===== config.mk =====
export PLATFORM = sky130hd
export DESIGN_NAME = shift_register_scroller
export DESIGN_NICKNAME = d
export VERILOG_FILES = /design/src/rtl/scroll_pkg.sv /design/src/rtl/scroll_prescaler.sv /design/src/rtl/shift_register_scroller.sv
export SDC_FILE = /design/constraint.sdc
export NUM_CORES = 1
export LEC_CHECK = 0
export ABC_AREA = 1
export BUFFER_PORTS_ARGS = -buffer_cell sky130_fd_sc_hd__buf_4
export CAP_MARGIN = 20
export CORE_ASPECT_RATIO = 1.25
export CORE_MARGIN = 10
export CORE_UTILIZATION = 45
export CTS_CLUSTER_SIZE = 14
export DETAILED_ROUTE_END_ITERATION = 8
export PLACE_DENSITY = 0.71
export RECOVER_POWER = 100
export SLEW_MARGIN = 20
export SYNTH_ARGS = -nofsm -noshare
export SYNTH_HDL_FRONTEND = slang
export SYNTH_SLANG_ARGS = --single-unit
export TNS_END_PERCENT = 50

===== constraint.sdc =====
create_clock -name clk -period 3.7 [get_ports clk]
set_input_delay 0.37 -clock clk [delete_from_list [all_inputs] [get_ports clk]]
set_output_delay 0.37 -clock clk [all_outputs]
set_load 0.02 [all_outputs]

===== src/rtl/scroll_pkg.sv =====
// Shared encodings for the display scroll path.
package scroll_pkg;
    localparam logic [1:0] MODE_HOLD   = 2'b00;
    localparam logic [1:0] MODE_SHIFT  = 2'b01;
    localparam logic [1:0] MODE_ROTATE = 2'b10;
    localparam logic [1:0] MODE_LOAD   = 2'b11;
    localparam logic       DIR_UP      = 1'b0;
    localparam logic       DIR_DOWN    = 1'b1;
endpackage


===== src/rtl/scroll_prescaler.sv =====
// Free-running divider that paces scroll steps.
module scroll_prescaler #(
    parameter int DIV_W = 8
) (
    input  logic             clk,
    input  logic             rst_n,
    input  logic             en_i,
    input  logic             clr_i,
    input  logic [DIV_W-1:0] tick_div_i,
    output logic             tick_o
);
    logic [DIV_W-1:0] cnt_q, cnt_d;

    // Exact match only: lowering tick_div below cnt wraps through 2^DIV_W
    assign tick_o = en_i && (cnt_q == tick_div_i);

    always_comb begin
        cnt_d = cnt_q;
        if (clr_i) begin
            cnt_d = '0;
        end else if (en_i) begin
            cnt_d = tick_o ? '0 : cnt_q + 1'b1;
        end
    end

    always_ff @(posedge clk) begin
        if (!rst_n) cnt_q <= '0;
        else        cnt_q <= cnt_d;
    end
endmodule


===== src/rtl/shift_register_scroller.sv =====
// Universal shift/rotate/load register with paced steps and pass flag.
module shift_register_scroller
    import scroll_pkg::*;
#(
    parameter int WIDTH = 7,
    parameter int DIV_W = 8
) (
    input  logic             clk,
    input  logic             rst_n,
    input  logic [1:0]       mode,
    input  logic             dir,
    input  logic             serial_in,
    input  logic [WIDTH-1:0] par_in,
    input  logic [DIV_W-1:0] tick_div,
    output logic [WIDTH-1:0] q,
    output logic             serial_out,
    output logic             step_tick,
    output logic             pass_done
);
    localparam int CW = $clog2(WIDTH);

    logic [WIDTH-1:0] q_q, q_d;
    logic [CW-1:0]    step_q, step_d;
    logic             tick_q, tick_d;
    logic             pass_q, pass_d;
    logic             tick, run, load, last, in_bit;

    assign run  = (mode == MODE_SHIFT) || (mode == MODE_ROTATE);
    assign load = (mode == MODE_LOAD);
    assign last = (step_q == CW'(WIDTH - 1));

    scroll_prescaler #(.DIV_W(DIV_W)) u_presc (
        .clk        (clk),
        .rst_n      (rst_n),
        .en_i       (run),
        .clr_i      (load),
        .tick_div_i (tick_div),
        .tick_o     (tick)
    );

    assign in_bit = (mode == MODE_SHIFT) ? serial_in
                  : (dir == DIR_DOWN) ? q_q[0] : q_q[WIDTH-1];

    always_comb begin
        q_d    = q_q;
        step_d = step_q;
        tick_d = 1'b0;
        pass_d = 1'b0;
        if (load) begin
            q_d    = par_in;
            step_d = '0;
        end else if (tick) begin
            q_d    = (dir == DIR_DOWN) ? {in_bit, q_q[WIDTH-1:1]}
                                       : {q_q[WIDTH-2:0], in_bit};
            step_d = last ? '0 : step_q + 1'b1;
            tick_d = 1'b1;
            pass_d = last;
        end
    end

    always_ff @(posedge clk) begin
        if (!rst_n) begin
            q_q    <= '0;
            step_q <= '0;
            tick_q <= 1'b0;
            pass_q <= 1'b0;
        end else begin
            q_q    <= q_d;
            step_q <= step_d;
            tick_q <= tick_d;
            pass_q <= pass_d;
        end
    end

    // Rotate/load keep presenting the MSB so a downstream stage stays stable
    always_comb begin
        serial_out = 1'b0;
        unique case (1'b1)
            (mode == MODE_SHIFT): serial_out = q_q[0];
            mode[1]:              serial_out = q_q[WIDTH-1];
            default:              serial_out = 1'b0;
        endcase
    end

    assign q         = q_q;
    assign step_tick = tick_q;
    assign pass_done = pass_q;
endmodule


==> impl_results.md, run 1 <==
* Chip height at 80.7 um
* Max clock buf depth at 2
* Initial antenna violation count at 0
* Period utilization at 52.6%
* Post-CTS Hold Buffers at 0
* Logic pwr share at 17.3%
* Clock Sinks at 20
* Clock power share at 36.9%
* CTS H-Tree Depth at 1
* Ys Warns at 0
* Gr usage total at 12.6%
* Worst EP arrival at 2.20 ns
* Startpoint types: input pin
* Setup slack at placement at 1.69 ns
* Clk_lat worst skew at 0.31 ns
* Final setup viols at 0
* Vias at 1391
* Post-synth top cells: nand2_1, inv_1, nor2_1
* Cell taking the most area after synthesis: dfxtp_1
* DP HPWL at 2.70 mm
* WL per Instance at 11.6 um
* Syn nets at 239
* CTS Root Cell: clkbuf_4
* Max-slew headroom at 54.8%
* Post_cts resized at 0
* Die area at 5530 um2
* Internal at 0.000365 W
* Top FF cell, synth: dfxtp_1
* Core area at 2760 um2
* Count leader, synth: nand2_1
* Post-synth EDFFs at 0
* Critical setup path kind: in2reg
* Worst VDD drop at 203 uV
* Outcome: completed
* # port buffers at 30
* DRT antenna net count at 0
* Ant diodes at 0
* Final Hold Viols at 0
* Post-CTS setup buffer count at 0
* Final WS setup at 1.76 ns
* Critical path fanouts, max at 11
* CTS tree: yes
* Remaining routing DRC violations at 0
* Critical Path Start: mode[1]
* Worst EP required at 3.95 ns
* I/O pin count at 31
* Sequential fraction of the synthesis area at 30.2%
* GPL Wtd Cong at 0.817
* Synthesized area at 1330 um2
* Vias per cell at 4.99
* Launch point of the worst hold path: par_in[1]
* Synthesized area per cell at 6.20 um2
* Top cells by area, synth: dfxtp_1, nand2_1, inv_1, nand3_1, nor2_1
* Part of the power in registers at 45.7%
* Pin count of the biggest net entering global routing at 15
* Starting Density at 48.1%
* Drt total wl at 3.23 mm
* # rows at 21
* DR iter-0 viols at 57
* Yosys top cell area share at 30.2%
* Post-route minimum period at 1.94 ns
* Total gr overflow at 0
* Layout cells sized above 1 at 12.7%
* Max-slew violations at 0
* Final #Nets at 271
* Worst Skew at 0.00241 ns
* RSZ-0062 raised after global routing: no
* CTS Buf Count at 3
* #FFs+latches synth at 20
* Hold crit path type: in2reg
* Switching Share at 26.2%
* Reg2Reg Launch Point: u_presc.cnt_q[3]
* Slew @ Worst Pin at 0.671 ns
* Setup TNS Final at 0 ns
* Placed cell count at 275
* Area delta synth->final at 17.8%
* First-pass GRT wire length at 5.56 mm
* Vias in the first global route at 1328
* Max-cap violations at 0
* Critical path endpoint category: flip-flop
* Post-synth cell types at 27
* DRT Pass-1 Iters at 4
* Max frequency at 514 MHz
* Die X at 68.6 um
* Syn Inst Count at 214
* Leakage Power at 0.742 nW
* Clk pin slew, worst setup/hold paths at 0.12 ns
* FFs w/ async S/R, synth at 0%
* Cell Pwr Density at 317 nW/um2
* Finished Layout Cells at 279
* Net Sw Power at 0.000130 W
kinds of logic (layout without fill, tap and decap cells):
family | after synthesis | after routing | synth area share (%)
flops | 20 | 20 | 30.2
compound gates | 28 | 28 | 12.4
xor+xnor | 3 | 3 | 1.98
buf+inv | 35 | 66 | 10.8
simple gates | 124 | 124 | 40.9
fa+ha+maj | 4 | 4 | 3.77
critical path, stage by stage:
cell and delay (ns):
clkbuf_1 0.12, inv_1 0.07, ha_1 0.43, inv_1 0.11, a21oi_1 0.13, nand2_1 0.07, nor2_1 0.09, nand3_1 0.31
nand2_1 0.30, nand2_1 0.08, a21oi_1 0.12
power groups by stage:
stage / clock network, W / registers [W] / logic, W
final: 0.000183 / 0.000226 / 0.0000858
after global routing: 0.000194 / 0.000227 / 0.0000986
after CTS: 0.000185 / 0.000227 / 0.0000925
after detailed placement: 0 / 0.000231 / 0.0000918
after global placement: 0 / 0.000232 / 0.0000907
after floorplan: 0 / 0.000234 / 0.0000528
metal layers:
layer	global-route usage, %	vias up	wire length [um]
li1	-	739	-
met1	14.8	614	1450
met2	20.3	33	1560
met3	3.33	5	163
met4	5.85	0	53
met5	0	-	0
placed cells by master, fill, tap and decap left out, types with 3 or more instances in the layout:
cell type and instances:
ha_1 4, nor2_1 25, dfxtp_1 20, inv_1 28
clkbuf_1 11, nand3_1 20, xor2_1 3, clkbuf_4 3
buf_4 19, nand4_1 4, nand2_1 67, clkinv_1 3
a21oi_1 14, o21ai_0 9
sequential cells by signal, summed over array words and instances, names as in the netlist:
register / count
pass_done: 1
q: 7
step_q: 3
step_tick: 1
u_presc.cnt_q: 8
worst paths after layout:
path	to	depth (start not counted)	slack, ns
setup / recovery	q[3]	11	1.76
hold / removal	q[1]	3	0.29
setup reg to reg	q[3]	10	2.03
hold reg to reg	pass_done	1	0.47
layout make-up:
| cell class | count | area, um2 |
|---|---|---|
| Fill cell | 322 | 1200 |
| Clock buffer | 3 | 22.5 |
| Timing Repair Buffer | 30 | 184 |
| Multi-Input combinational cell | 159 | 763 |
| Tap cell | 34 | 42.5 |
| Inverter | 32 | 120 |
| Sequential cell | 20 | 400 |
| Clock inverter | 1 | 30.0 |
metrics by stage:
stage	hold slack [ns]	utilization [%]	instance area, um2	total power [W]
2_1_floorplan	0.432	-	1330	0.000286
3_3_place_gp	0.447	57.0	1570	0.000322
3_5_place_dp	0.451	57.0	1570	0.000323
4_1_cts	0.294	58.9	1620	0.000504
5_1_grt	0.323	56.6	1560	0.000519
6_report	0.294	56.6	1560	0.000495
No activity file was read; power rests on OpenSTA's default activity.
==> run 2, diff against run 1 <==
- clock period: 3.7 -> 2.02 ns (I/O delays scaled with it)
==> impl_results.md, run 2 (synthesized netlist as in run 1, its figures left out) <==
* Outcome: completed (unchanged)
* Setup TNS Final at 0 ns (unchanged)
* Cell Pwr Density at 570 nW/um2 (was 317 nW/um2)
* Critical path's largest stage delay at 0.58 ns (was 0.43 ns)
* CTS Root Cell: clkbuf_4 (unchanged)
* Post-CTS Hold Buffers at 0 (unchanged)
* Reg2Reg Launch Point: u_presc.cnt_q[3] (unchanged)
* Max reg flops at 8 (unchanged)
* Starting Density at 48.1% (unchanged)
* Launch point of the worst hold path: par_in[1] (unchanged)
* Max frequency at 581 MHz
* RSZ-0062 raised after global routing: no (unchanged)
* Placed cell count at 277 (was 275)
* Clk pin slew, worst setup/hold paths at 0.12 ns (about the same)
* # port buffers at 30 (unchanged)
* Commonest non-fill, non-tap cell in the layout: nand2_1 (unchanged)
* Layout cells sized above 1 at 14.2% (was 12.7%)
* Die X at 68.6 um (unchanged)
* CTS H-Tree Depth at 1 (unchanged)
* Final Hold Viols at 0 (unchanged)
* GPL Wtd Cong at 0.830 (was 0.817)
* Hold crit path type: in2reg (unchanged)
* Vias at 1391 (unchanged)
* Final setup viols at 0 (unchanged)
* Final Util at 57.6% (was 56.6%)
* DRT antenna net count at 0 (unchanged)
* Critical path endpoint category: flip-flop (unchanged)
* Ant diodes at 0 (unchanged)
* Cell family with most CP delay: compound AO/OA/AOI/OAI gates (was simple AND/OR/NAND/NOR gates)
* Startpoint types: flip-flop (was input pin)
* Worst Hold Path Cells at 3 (unchanged)
* Chip height at 80.7 um (unchanged)
* Met3 usage at 3.33% (unchanged)
* Post-route minimum period at 1.72 ns
* I/O pin count at 31 (unchanged)
* Worst EP arrival at 1.88 ns (was 2.20 ns)
* CTS Buf Count at 3 (unchanged)
* DP HPWL at 2.70 mm (about the same)
* Vias in the first global route at 1352 (was 1328)
* Leakage Power at 0.755 nW (was 0.742 nW)
* GR peak layer: met2 (unchanged)
* Met1 Use GR at 14.8% (about the same)
* Met2 usage at 20.1% (was 20.3%)
* CTS tree: yes (unchanged)
* Slew @ Worst Pin at 0.721 ns (was 0.671 ns)
* Vias per cell at 4.95 (was 4.99)
* Worst reg2reg path depth at 7 (was 10)
* Buf+Inv Stages, Crit Path at 1 (was 3)
* # rows at 21 (unchanged)
* Max-cap violations at 0 (unchanged)
* Post_cts resized at 0 (unchanged)
* Max-slew headroom at 51.4% (was 54.8%)
* Core area at 2760 um2 (unchanged)
* Max clock buf depth at 2 (unchanged)
* Worst EP required at 2.18 ns (was 3.95 ns)
* Gr usage total at 12.4% (was 12.6%)
* Clk_lat worst skew at 0.30 ns (was 0.31 ns)
* Remaining routing DRC violations at 0 (unchanged)
* DR iter-0 viols at 54 (was 57)
* Worst Skew at 0.00974 ns (was 0.00241 ns)
* Worst VDD drop at 361 uV (was 203 uV)
* Tot Pwr at 0.000904 W (was 0.000495 W)
* Worst-path cell chain: inv_1 -> nand2_2 -> nand2_1 -> nor2_1 -> nand3_2 -> o21ai_0 -> nor3b_1 (was clkbuf_1 -> inv_1 -> ha_1 -> inv_1 -> a21oi_1 -> nand2_1 -> nor2_1 -> nand3_1 -> nand2_1 -> nand2_1 -> a21oi_1)
* Area delta synth->final at 19.7% (was 17.8%)
* # fillers at 312 (was 322)
* Post-CTS setup buffer count at 0 (unchanged)
* WL per Instance at 11.5 um (was 11.6 um)
* Critical setup path kind: reg2reg (was in2reg)
* Clock Sinks at 20 (unchanged)
* Setup slack, reg-to-reg at 0.30 ns (was 2.03 ns)
* DRT Pass-1 Iters at 4 (unchanged)
* Finished Layout Cells at 281 (was 279)
* Initial antenna violation count at 0 (unchanged)
* First-pass GRT wire length at 5.53 mm (was 5.56 mm)
* Worst Hold Path EP: q[1] (unchanged)
* Highest-count cells in the layout ignoring fill and taps: nand2_1, inv_1, nor2_1, buf_4, dfxtp_1 (was nand2_1, inv_1, nor2_1, nand3_1, dfxtp_1)
* Final #Nets at 273 (was 271)
* RR Endpoint: u_presc.cnt_q[4] (was q[3])
* Total gr overflow at 0 (unchanged)
* Pin count of the biggest net entering global routing at 13 (was 15)
* Biggest register: u_presc.cnt_q (unchanged)
* Die area at 5530 um2 (unchanged)
* Period utilization at 85.1%
* Drt total wl at 3.22 mm (was 3.23 mm)
* Critical path fanouts, max at 5 (was 11)
* Critical path's slowest cell: o21ai_0 (was ha_1)
* Max-slew violations at 0 (unchanged)
[run 2: changes by cell type in the layout (fill, tap and decap cells not counted)]
| cell | before | now |
|---|---|---|
| buf_4 | 19 | 22 |
| a21oi_1 | 14 | 13 |
| a21oi_2 | 0 | 1 |
| clkbuf_1 | 11 | 10 |
| nand3_1 | 20 | 19 |
| nand3_2 | 1 | 2 |
| nor2_1 | 25 | 26 |
| nor2_2 | 2 | 1 |
[run 2: layout make-up]
cell class	count	area, um2	area share [%]
Sequential cell	20	400	25.2
Multi-Input combinational cell	159	769	48.5
Clock inverter	1	30.0	1.89
Clock buffer	3	22.5	1.42
Timing Repair Buffer	32	203	12.8
Inverter	32	120	7.57
Tap cell	34	42.5	2.68
[run 2: metrics by stage]
step | hold slack (ns) | setup slack, ns | instance area (um2)
3_3_place_gp | 0.451 | 0.306 | 1590
3_5_place_dp | 0.460 | 0.237 | 1590
5_1_grt | 0.142 | 0.156 | 1590
2_1_floorplan | 0.333 | 0.590 | 1330
4_1_cts | 0.142 | 0.464 | 1640
6_report | 0.141 | 0.300 | 1590
[run 2: worst register-to-register path, cell delays in order, from the launching register on]
cell and delay (ns):
dfxtp_1 0.42, inv_1 0.11, nand2_2 0.08, nand2_1 0.05, nor2_1 0.13, nand3_2 0.10, o21ai_0 0.58, nor3b_1 0.11
[run 2: worst max-delay path by stage]
stage	startpoint	to	slack (ns)	cells after the start
after floorplan	mode[1]	step_q[0]	0.59	11
final	u_presc.cnt_q[3]	u_presc.cnt_q[4]	0.30	7
after global routing	u_presc.cnt_q[3]	u_presc.cnt_q[7]	0.16	7
after CTS	u_presc.cnt_q[3]	q[4]	0.46	10
after detailed placement	mode[1]	q[0]	0.24	11
after global placement	mode[1]	q[0]	0.31	11
[run 2: power breakdown]
part | total [W] | switching [W] | internal [W]
registers | 0.000415 | 0.0000108 | 0.000404
logic | 0.000164 | 0.0000944 | 0.0000693
clock network | 0.000326 | 0.000126 | 0.000200
[run 2: metal layers]
layer	part of all wire [%]	up-vias
met5	0	-
met4	0.71	0
met3	4.7	2
met2	47	39
met1	47	608
li1	-	742
==> run 3, diff against run 2 <==
- PLACE_DENSITY: 0.71 -> not set
- PLACE_DENSITY_LB_ADDON: not set -> 0.05
- REMOVE_ABC_BUFFERS: not set -> 1
==> impl_results.md, run 3 (synthesized netlist as in run 1, its figures left out) <==
* First-pass GRT wire length at 5.46 mm (was 5.53 mm)
* Slew @ Worst Pin at 0.635 ns (was 0.721 ns)
* Reg2Reg Launch Point: u_presc.cnt_q[3] (unchanged)
* Highest-count cells in the layout ignoring fill and taps: nand2_1, inv_1, nor2_1, buf_4 (was nand2_1, inv_1, nor2_1, buf_4, dfxtp_1)
* Die X at 68.6 um (unchanged)
* Outcome: completed (unchanged)
* Net Sw Power at 0.000217 W (was 0.000231 W)
* Max clock buf depth at 2 (unchanged)
* DR iter-0 viols at 81 (was 54)
* Critical path's largest stage delay at 0.53 ns (was 0.58 ns)
* Area delta synth->final at 16.1% (was 19.7%)
* Clk_lat worst skew at 0.29 ns (was 0.30 ns)
* Max-cap violations at 0 (unchanged)
* Startpoint types: flip-flop (unchanged)
* Chip height at 80.7 um (unchanged)
* Logic pwr share at 21.4% (was 18.1%)
* Internal at 0.000541 W (was 0.000674 W)
* CTS Buf Count at 3 (unchanged)
* Gr usage total at 12.2% (was 12.4%)
* Clock Sinks at 20 (unchanged)
* Critical path fanouts, max at 5 (unchanged)
* Critical Path Start: u_presc.cnt_q[3] (unchanged)
* Max-slew violations at 0 (unchanged)
* Die area at 5530 um2 (unchanged)
* Setup slack, reg-to-reg at 0.34 ns (was 0.30 ns)
* Worst EP required at 2.17 ns (was 2.18 ns)
* Post-route minimum period at 1.68 ns (was 1.72 ns)
* Period utilization at 83.1% (was 85.1%)
* Worst EP arrival at 1.83 ns (was 1.88 ns)
* I/O pin count at 31 (unchanged)
* Buf+Inv Stages, Crit Path at 1 (unchanged)
* CTS Root Cell: clkbuf_4 (unchanged)
* Total gr overflow at 0 (unchanged)
* CP endpoint: u_presc.cnt_q[7] (was u_presc.cnt_q[4])
* Starting Density at 48.1% (unchanged)
* Commonest non-fill, non-tap cell in the layout: nand2_1 (unchanged)
* RR Endpoint: u_presc.cnt_q[7] (was u_presc.cnt_q[4])
* # port buffers at 30 (unchanged)
* Vias at 1402 (was 1391)
* Worst VDD drop at 352 uV (was 361 uV)
* Critical setup path kind: reg2reg (unchanged)
* Core area at 2760 um2 (unchanged)
* Hold crit path type: in2reg (unchanged)
* DRT antenna net count at 0 (unchanged)
* Leakage Power at 0.735 nW (was 0.755 nW)
* Worst path depth at 7 (unchanged)
* Part of the power in registers at 54.7% (was 45.8%)
* Vias in the first global route at 1309 (was 1352)
* Initial antenna violation count at 0 (unchanged)
* Cell Pwr Density at 492 nW/um2 (was 570 nW/um2)
* Post-CTS Hold Buffers at 0 (unchanged)
* Setup TNS Final at 0 ns (unchanged)
* Max-slew headroom at 57.2% (was 51.4%)
* Cell family with most CP delay: compound AO/OA/AOI/OAI gates (unchanged)
* Switching Share at 28.6% (was 25.5%)
* WL per Instance at 11.9 um (was 11.5 um)
* Worst reg2reg path depth at 7 (unchanged)
* # rows at 21 (unchanged)
* # fillers at 299 (was 312)
* Ant diodes at 0 (unchanged)
* CTS tree: yes (unchanged)
* GPL Wtd Cong at 0.863 (was 0.830)
* Layout cells sized above 1 at 12.7% (was 14.2%)
* RSZ-0062 raised after global routing: no (unchanged)
* Drt total wl at 3.33 mm (was 3.22 mm)
* Clk pin slew, worst setup/hold paths at 0.11 ns (was 0.12 ns)
* Final Hold Viols at 0 (unchanged)
* DP HPWL at 2.76 mm (was 2.70 mm)
* Post-CTS setup buffer count at 0 (unchanged)
* Final setup viols at 0 (unchanged)
* Final #Nets at 272 (was 273)
* DRT Pass-1 Iters at 4 (unchanged)
* Worst Skew at 0.00781 ns (was 0.00974 ns)
* Remaining routing DRC violations at 0 (unchanged)
* Clock power share at 23.8% (was 36.1%)
* Critical path's slowest cell: o21ai_0 (unchanged)
* CTS H-Tree Depth at 1 (unchanged)
* Post_cts resized at 0 (unchanged)
* Pin count of the biggest net entering global routing at 15 (was 13)
* Max reg flops at 8 (unchanged)
* Tot Pwr at 0.000758 W (was 0.000904 W)
* Vias per cell at 5.03 (was 4.95)
* Worst-path cell chain: inv_1 -> nand2_2 -> nand2_1 -> nor2_1 -> nand3_1 -> o21ai_0 -> nor3b_1 (was inv_1 -> nand2_2 -> nand2_1 -> nor2_1 -> nand3_2 -> o21ai_0 -> nor3b_1)
* Critical path endpoint category: flip-flop (unchanged)
* Max frequency at 596 MHz (was 581 MHz)
* Biggest register: u_presc.cnt_q (unchanged)
-- run 3: layout make-up --
type | instances | area (um2) | share of cell area, %
Clock buffer | 3 | 22.5 | 1.46
Tap cell | 34 | 42.5 | 2.76
Sequential cell | 20 | 400 | 26.0
Multi-Input combinational cell | 159 | 759 | 49.3
Timing Repair Buffer | 31 | 195 | 12.7
Inverter | 32 | 120 | 7.80
-- run 3: power groups by stage --
stage	registers (W)	logic, W	clock network [W]
after floorplan	0.000428	0.0000943	0
after global placement	0.000423	0.000167	0
after detailed placement	0.000423	0.000171	0
after CTS	0.000415	0.000171	0.000185
after global routing	0.000416	0.000185	0.000201
final	0.000415	0.000162	0.000181
-- run 3: through the flow --
step / util [%] / std cells / setup WS, ns / hold WS (ns) / instance area, um2
after global routing: 55.8 / 279 / 0.107 / 0.161 / 1540
after global placement: 57.2 / 276 / 0.316 / 0.449 / 1580
after CTS: 58.0 / 279 / 0.418 / 0.152 / 1600
final: 55.8 / 279 / 0.341 / 0.158 / 1540
after detailed placement: 57.2 / 276 / 0.224 / 0.465 / 1580
after floorplan: - / 211 / 0.519 / 0.333 / 1300
-- run 3: tightest hold or removal path: cells and delay by family --
family | cells | cell delay [ns]
and+or+nand+nor | 2 | 0.15
buffers and inverters | 1 | 0.08
-- run 3: how the worst min path moves through the flow --
| stage | slack [ns] | endpoint | depth (start not counted) | from |
|---|---|---|---|---|
| after floorplan | 0.33 | q[6] | 2 | rst_n |
| final | 0.16 | q[1] | 3 | par_in[1] |
| after global routing | 0.16 | q[1] | 3 | par_in[1] |
| after global placement | 0.45 | q[1] | 3 | par_in[1] |
| after CTS | 0.15 | q[1] | 3 | par_in[1] |
| after detailed placement | 0.46 | q[6] | 3 | rst_n |
-- run 3: routing by layer --
metal / wire length [um] / GRT usage (%)
met1: 1440 / 13.4
met2: 1620 / 21.3
met3: 239 / 2.92
met4: 30 / 4.84
met5: 0 / 0
